$ cat config.mk
export PLATFORM = sky130hd
export DESIGN_NAME = uart_rx_fifo
export DESIGN_NICKNAME = d
export VERILOG_FILES = /design/src/rtl/uart_rx_pkg.sv /design/src/rtl/fifo_mem_2p.sv /design/src/rtl/uart_rx_fifo.sv
export SDC_FILE = /design/constraint.sdc
export NUM_CORES = 1
export LEC_CHECK = 0
export BUFFER_PORTS_ARGS = -buffer_cell sky130_fd_sc_hd__buf_2
export CORE_MARGIN = 3
export CORE_UTILIZATION = 30
export DETAILED_ROUTE_END_ITERATION = 10
export PLACE_DENSITY = 0.57
export RECOVER_POWER = 100
export SYNTH_ARGS = -nofsm -noshare
export SYNTH_HDL_FRONTEND = slang
export SYNTH_SLANG_ARGS = --single-unit
$ cat constraint.sdc
create_clock -name clk -period 2.8 [get_ports clk]
set_clock_uncertainty 0.1 [all_clocks]
set_input_delay 0.56 -clock clk [delete_from_list [all_inputs] [get_ports clk]]
set_output_delay 0.56 -clock clk [all_outputs]
set_load 0.05 [all_outputs]
$ cat src/rtl/uart_rx_pkg.sv
// Shared encodings for the UART receive-side FIFO: capture states, status bits, entry layout.
package uart_rx_pkg;

   localparam int unsigned ENTRY_W = 10;

   // Capture FSM encoding
   localparam logic [1:0] ST_IDLE  = 2'b00;
   localparam logic [1:0] ST_PUSH  = 2'b01;
   localparam logic [1:0] ST_CLEAR = 2'b10;

   // rx_status bit indices
   localparam int unsigned STAT_OVF  = 3;
   localparam int unsigned STAT_FERR = 2;
   localparam int unsigned STAT_PERR = 1;
   localparam int unsigned STAT_RDY  = 0;

   // Entry field positions
   localparam int unsigned E_FERR     = 9;
   localparam int unsigned E_PERR     = 8;
   localparam int unsigned E_DATA_MSB = 7;

   // Build one FIFO entry from the engine's byte and error flags
   function automatic logic [ENTRY_W-1:0] pack_entry(input logic       ferr,
                                                     input logic       perr,
                                                     input logic [7:0] data);
      logic [ENTRY_W-1:0] e;
      e = '0;
      e[E_FERR]         = ferr;
      e[E_PERR]         = perr;
      e[E_DATA_MSB:0]   = data;
      return e;
   endfunction

endpackage

$ cat src/rtl/fifo_mem_2p.sv
// Register-array storage: one synchronous write port, one asynchronous read port.
module fifo_mem_2p #(
   parameter int unsigned AW = 4,
   parameter int unsigned EW = 10
) (
   input  logic          clk,
   input  logic          we,
   input  logic [AW-1:0] waddr,
   input  logic [EW-1:0] wdata,
   input  logic [AW-1:0] raddr,
   output logic [EW-1:0] rdata
);

   localparam int unsigned DEPTH = 2 ** AW;

   logic [EW-1:0] mem [DEPTH];

   // Write port; contents are intentionally not reset
   always_ff @(posedge clk) begin
      if (we) mem[waddr] <= wdata;
   end

   assign rdata = mem[raddr];

endmodule

$ cat src/rtl/uart_rx_fifo.sv
// Receive-side FIFO: captures each engine frame once, re-arms the engine, FWFT CPU read port.
module uart_rx_fifo
   import uart_rx_pkg::*;
#(
   parameter int unsigned AW = 4,
   parameter int unsigned EW = 10
) (
   input  logic          clk,
   input  logic          reset,
   input  logic [7:0]    rx_data,
   input  logic [3:0]    rx_status,
   output logic          rx_clr,
   input  logic          rd,
   output logic [EW-1:0] rd_data,
   output logic          empty,
   output logic          full,
   output logic [AW:0]   count,
   output logic          ovr,
   input  logic          ovr_clr
);

   localparam int unsigned DEPTH = 2 ** AW;
   localparam int unsigned CW    = AW + 1;

   logic [1:0]    state_q, state_d;
   logic [AW-1:0] wr_ptr_q, wr_ptr_d;
   logic [AW-1:0] rd_ptr_q, rd_ptr_d;
   logic [CW-1:0] count_q, count_d;
   logic          empty_q, empty_d;
   logic          full_q, full_d;
   logic          ovr_q, ovr_d;
   logic          rx_clr_q, rx_clr_d;

   logic          we;
   logic          pop;
   logic          space;
   logic [EW-1:0] wdata;
   logic [EW-1:0] mem_rdata;

   fifo_mem_2p #(.AW(AW), .EW(EW)) u_mem (
      .clk   (clk),
      .we    (we),
      .waddr (wr_ptr_q),
      .wdata (wdata),
      .raddr (rd_ptr_q),
      .rdata (mem_rdata)
   );

   // Capture FSM, pointer/count bookkeeping and overrun flag
   always_comb begin
      state_d  = state_q;
      wr_ptr_d = wr_ptr_q;
      rd_ptr_d = rd_ptr_q;
      ovr_d    = ovr_q;
      we       = 1'b0;
      wdata    = EW'(pack_entry(rx_status[STAT_FERR], rx_status[STAT_PERR], rx_data));
      pop      = rd && !empty_q;
      // A pop in the PUSH cycle frees the slot the new byte needs
      space    = (count_q < CW'(DEPTH)) || pop;

      if (ovr_clr) ovr_d = 1'b0;

      case (state_q)
         ST_IDLE: begin
            if (rx_status[STAT_RDY]) state_d = ST_PUSH;
         end
         ST_PUSH: begin
            state_d = ST_CLEAR;
            if (space) we = 1'b1;
            else       ovr_d = 1'b1;
            if (rx_status[STAT_OVF]) ovr_d = 1'b1;
         end
         ST_CLEAR: begin
            if (!rx_status[STAT_RDY]) state_d = ST_IDLE;
         end
         default: state_d = ST_IDLE;
      endcase

      if (we)  wr_ptr_d = wr_ptr_q + AW'(1);
      if (pop) rd_ptr_d = rd_ptr_q + AW'(1);

      count_d  = count_q + CW'(we) - CW'(pop);
      empty_d  = (count_d == '0);
      full_d   = (count_d == CW'(DEPTH));
      rx_clr_d = (state_d == ST_CLEAR);
   end

   // State and status registers
   always_ff @(posedge clk or posedge reset) begin
      if (reset) begin
         state_q  <= ST_IDLE;
         wr_ptr_q <= '0;
         rd_ptr_q <= '0;
         count_q  <= '0;
         empty_q  <= 1'b1;
         full_q   <= 1'b0;
         ovr_q    <= 1'b0;
         rx_clr_q <= 1'b0;
      end else begin
         state_q  <= state_d;
         wr_ptr_q <= wr_ptr_d;
         rd_ptr_q <= rd_ptr_d;
         count_q  <= count_d;
         empty_q  <= empty_d;
         full_q   <= full_d;
         ovr_q    <= ovr_d;
         rx_clr_q <= rx_clr_d;
      end
   end

   assign rd_data = empty_q ? '0 : mem_rdata;
   assign empty   = empty_q;
   assign full    = full_q;
   assign count   = count_q;
   assign ovr     = ovr_q;
   assign rx_clr  = rx_clr_q;

endmodule

Yosys cells after proc, flatten, opt, wreduce, memory -nomap -nowiden
Memories as Yosys holds them, arrays and structs flattened.
Index checks and enable logic that the tools add are counted.
Widths: inputs -> output; s select.
{"block": "totals", "ram_bits": 160, "reg_bits": 19, "wordCells": 35, "out_inout_bits": 19, "n_memories": 1, "in_bits": 16}
{"block": "op_classes", "eq_ne": 4, "n_mux": 12, "addsub": 4, "magnitude_cmp": 1, "reduce_logical": 5}
{"memory": "u_mem.mem", "words": 16, "width": 10, "rd": 1, "rd_clocked_by_memory_dff": 0, "wr": 1, "line": "fifo_mem_2p.sv:16", "source": "logic [EW-1:0] mem [DEPTH];"}
{"op": "$mux 10", "n": 1}
{"op": "$add 4x1->4 const B", "n": 2}
{"op": "$mux 1", "n": 8}
{"op": "$pmux 2 s3", "n": 1}
{"op": "$add 5x1->5", "n": 1}
{"op": "$eq 5x5->1 const B", "n": 1}
{"op": "$logic_not 5->1", "n": 1}
{"op": "$lt 5x5->1 const B", "n": 1}
{"op": "$sub 5x1->5", "n": 1}
{"op": "$eq 2x2->1 const B", "n": 2}
{"op": "$mux 2", "n": 2}
{"op": "$eq 2x1->1 const B", "n": 1}
{"op": "$logic_not 2->1", "n": 1}
{"op": "$logic_and 1x1->1", "n": 1}
{"op": "$logic_not 1->1", "n": 1}
{"op": "$logic_or 1x1->1", "n": 1}

Longest topological paths before layout
{"block": "depth", "depth_word": 8, "mapped_depth": 11, "ltp_nobuf": 11}

Cells and area by module
A second synthesis with hierarchy kept.
{"block": "hier_totals", "hier_cells": 360, "area_unflattened_um2": 7145.6}
{"module": "fifo_mem_2p", "instances": 1, "cells_per_inst": 269, "area_per_inst_um2": 6153.4}
{"module": "uart_rx_fifo", "instances": 1, "cells_per_inst": 91, "area_per_inst_um2": 992.2}

Least setup slack after synthesis
OpenSTA, ideal clock, no wires.
{"block": "synth_path", "path_kind": "register to register", "from": "reg empty_q, in the netlist empty", "to": "reg full_q, in the netlist full", "t_required_ps": 2612, "t_arrival_ps": 2628, "path_slack_ps": -17, "path_stages_with_launch": 11, "path_buffers": 0, "path_cell_list": "dfstp_2 nand2b_1 inv_1 ha_1 inv_1 ha_1 fa_1 a21o_1 a21oi_1 xnor2_1 nor3b_1"}
{"block": "synth_via", "elab_chain_cells": 8}
{"item": "start, declared", "line": "uart_rx_fifo.sv:29", "source": "logic empty_q, empty_d;"}
{"item": "start signal, assigned", "line": "uart_rx_fifo.sv:104", "source": "empty_q <= empty_d;"}
{"item": "$logic_not 1->1 *", "line": "uart_rx_fifo.sv:57", "source": "pop = rd && !empty_q;"}
{"item": "$logic_and 1x1->1 *", "line": "uart_rx_fifo.sv:57"}
{"item": "via pop", "line": "uart_rx_fifo.sv:35", "source": "logic pop;"}
{"item": "$logic_or 1x1->1", "line": "uart_rx_fifo.sv:59", "source": "space = (count_q < CW'(DEPTH)) || pop;"}
{"item": "$mux 1", "line": "uart_rx_fifo.sv:69", "source": "if (space) we = 1'b1;"}
{"item": "$mux 1", "line": "uart_rx_fifo.sv:63", "source": "case (state_q)"}
{"item": "$add 5x1->5", "line": "uart_rx_fifo.sv:82", "source": "count_d = count_q + CW'(we) - CW'(pop);"}
{"item": "$sub 5x1->5 *", "line": "uart_rx_fifo.sv:82"}
{"item": "via count_d[4]", "line": "uart_rx_fifo.sv:28", "source": "logic [CW-1:0] count_q, count_d;"}
{"item": "$eq 5x5->1 *", "line": "uart_rx_fifo.sv:84", "source": "full_d = (count_d == CW'(DEPTH));"}
{"item": "via full_d", "line": "uart_rx_fifo.sv:30", "source": "logic full_q, full_d;"}
{"item": "end signal, assigned", "line": "uart_rx_fifo.sv:105", "source": "full_q <= full_d;"}
{"item": "end, declared", "line": "uart_rx_fifo.sv:30"}
Mark *: on every way through the listed nets, which the timed path passes. The rest lies on a longest branch.
A chain may end at the register's enable or synchronous reset.

Final worst setup path
{"block": "layout_path", "from": "reg rd_ptr_q[0]", "to": "out rd_data[1]"}
{"block": "layout_via", "elab_chain_cells": 2}
{"item": "start, declared", "line": "uart_rx_fifo.sv:27", "source": "logic [AW-1:0] rd_ptr_q, rd_ptr_d;"}
{"item": "start signal, assigned", "line": "uart_rx_fifo.sv:102", "source": "rd_ptr_q <= rd_ptr_d;"}
{"item": "$mem_v2 16x10"}
{"item": "$mux 10", "line": "uart_rx_fifo.sv:111", "source": "assign rd_data = empty_q ? '0 : mem_rdata;"}
{"item": "end, declared", "line": "uart_rx_fifo.sv:14", "source": "output logic [EW-1:0] rd_data,"}
Every way passes these cells.

==> flow_metrics.tcl <==
set metrics [dict create \
    nets 527 \
    clock_path_buffers 2 \
    multi_input_area_sq_um 1880 \
    end_kind "output port" \
    hold_slack_ns 0.157 \
    worst-endpoint-required_ns 2.14 \
    slew_headroom_pct 50.4 \
    track_usage_pct 12.2 \
    hold_class "input pin to asynchronous set/reset pin" \
    seq_area_sq_um 5290 \
    htree_levels 4 \
    cts_tree "done" \
    dieWidth_microns 162 \
    max_freq_mhz 363 \
    ios 35 \
    synth_top_area_cell "edfxtp_1" \
    worstSetupPathType "register to output port" \
    route.vias.total 3870 \
    design_area_sq_um 8830 \
    grt.overflow.total 0 \
    num_rows 56 \
    wl_per_cell_microns 18.4 \
    grt_pass1_vias 4032 \
    antenna_found_initial 0 \
    critPathMaxFanout 7 \
    syn_inst 426 \
    diodes 0 \
    slew_viol_final 0 \
    dpl.hpwl_microns 9450 \
    avgSynthCellArea_sq_um 17.1 \
    postSynth.asyncResetShare_pct 10.6 \
    setup_viol 0 \
    crit_family "multiplexers" \
    totalPowerFinal_mw 9.78 \
    power_leakage_nw 3.23 \
    place_congestion 0.797 \
    drive_above_1_share_pct 24.0 \
    synth_top_area_share_pct 65.9 \
    cts_hold_buf 0 \
    vias_per_cell 4.65 \
    ir_drop_v 0.00102 \
    die_area_sq_um 26200 \
    ys.flop_type "edfxtp_1" \
    period_needed_ns 2.76 \
    numCtsBuffers 17 \
    syn2layout_area_growth_pct 21.2 \
    syn_nets 453 \
    antenna_left 0 \
    yosys.cell_types.count 40 \
    clk_pin_slew_ns 0.07 \
    synth-seq-area-share_pct 72.4 \
    dr.pass1.iters 5 \
    path_cells "buf_12, mux4_1, nand2b_1, nand3_1, a21oi_2, buf_6" \
    syn-cell-area_sq_um 7290 \
    rsz0062_at_grt "yes" \
    tightest_slew_ns 0.744 \
    drcViolationCount 0 \
    io_buffers 34 \
    setup_tns_ns 0 \
    critPathSlowestCell "mux4_1" \
    synth-edff-count 160 \
    period_share_pct 98.5 \
    grt_max_degree 24 \
    clock_latency_ns 0.42 \
    coreArea_sq_um 23700 \
    path_buf_inv 2 \
    fp.dieH_microns 162 \
    ys_top_cells_by_area "edfxtp_1 66%, mux2i_1 8.8%, dfrtp_1 6.2%" \
    cts_root_buffer "clkbuf_16" \
    slowest_delay_ns 0.55 \
    routed_wl_microns 15300 \
    initial_core_util_pct 30.8 \
    nFillCells 2252 \
    drv_cap 0 \
    worstSetupStartpointType "register" \
    synth-seq-cells 179 \
    grt_pass1_wl_microns 23800 \
    yosysWarnings 0 \
    hold_violations 0 \
    clock_sinks 179 \
    power.density_nw_per_um2 1110 \
    drt-initial-drc-count 300 \
    crit_arrival_ns 2.10 \
    dpl_cell_area_sq_um 7960 \
    status "complete, no violations" \
]
==> path summary, 6_finish.rpt <==
kind	endpoint	from	cells after the start	slack [ns]
worst max register to register	full	empty	9	0.16
worst max-delay path	rd_data[1]	rd_ptr_q[0]	6	0.04
max in group asynchronous	rd_ptr_q[0]	reset	2	1.90
worst min-delay path	ovr	reset	2	0.16
worst min register to register	state_q[0]	state_q[1]	1	0.36
min in group clk	ovr	ovr_clr	2	0.21
==> through the flow <==
step                cells  util [%]  worst slack [ns]
CTS                   827      36.8           0.00507
global route          832      37.3           -0.0523
floorplan             426         -            0.0529
detailed placement    790      33.6            -0.107
finish                832      37.3            0.0427
global placement      790      33.6            0.0650
==> flip-flops by register name, indices dropped and copies added, names as in the netlist <==
name       cells
ovr            1
u_mem.mem    160
empty          1
rd_ptr_q       4
full           1
rx_clr         1
state_q        2
wr_ptr_q       4
count          5
==> where the power goes <==
| part | internal [mW] | switching (mW) | leakage (nW) |
|---|---|---|---|
| logic | 1.63 | 2.42 | 1.28 |
| clock network | 1.42 | 1.00 | 0.283 |
| registers | 3.15 | 0.159 | 1.67 |
==> cell usage after synthesis, types with 9 or more instances <==
| library cell | n |
|---|---|
| and2_1 | 13 |
| nand2_1 | 19 |
| ha_1 | 10 |
| nand3_1 | 12 |
| nand2b_1 | 10 |
| dfrtp_1 | 18 |
| inv_1 | 15 |
| o21ai_1 | 9 |
| edfxtp_1 | 160 |
| a22oi_1 | 31 |
| mux2i_1 | 64 |
| xnor2_1 | 9 |
==> timing repair <==
action / in CTS / in global routing
setup endpoints to repair: 10 / 12
cloned: 0 / 1
setup buffers: 5 / 4
pin swaps: 0 / 11
gates resized for setup: 29 / 17
==> layout make-up <==
class / instances / area share (%)
sequential: 179 / 59.8
multi-input combinational: 215 / 21.2
inverter: 15 / 0.637
timing repair buffer: 72 / 6.93
clock buffer: 19 / 4.90
clock inverter: 13 / 1.94
tap: 319 / 4.52
==> logic make-up (layout without fill, tap and decap cells) <==
group | Yosys count | after routing | share of synthesized area [%]
flip-flops | 179 | 179 | 72.4
XOR/XNOR | 10 | 10 | 1.20
AO/OA/AOI/OAI | 51 | 51 | 4.84
adder cells (fa/ha/maj) | 11 | 11 | 1.99
buffers and inverters | 32 | 119 | 2.88
AND/OR/NAND/NOR | 71 | 71 | 5.29
multiplexers | 72 | 72 | 11.4
==> routing by layer <==
metal / share of wire (%) / global-route usage [%] / up-vias
met5: 0 / 0 / -
li1: - / - / 1781
met3: 5.4 / 3.62 / 12
met2: 49 / 19.7 / 91
met4: 0.93 / 3.41 / 0
met1: 45 / 16.1 / 1986
==> cells in the final DEF (no fill, tap or decap), types with 2 or more instances in the layout <==
cell type and instances:
nand2b_1 9, clkbuf_1 12, a22oi_1 30, a21o_1 2
buf_12 4, buf_4 28, edfxtp_1 160, nand3_2 2
nor2_1 4, nor3b_2 2, nand2_1 19, inv_6 4
o21ai_2 7, and2_1 12, bufinv_16 3, buf_2 14
and3b_1 2, a21oi_2 2, dfrtp_1 16, nor2_2 2
clkinvlp_4 4, mux2i_1 64, clkbuf_16 18, a21oi_1 3
mux4_2 6, xnor2_1 9, ha_1 10, nand3_1 10
buf_6 13, mux4_1 2, inv_1 15, o21ai_1 2
(Power assumes the default switching activity.)
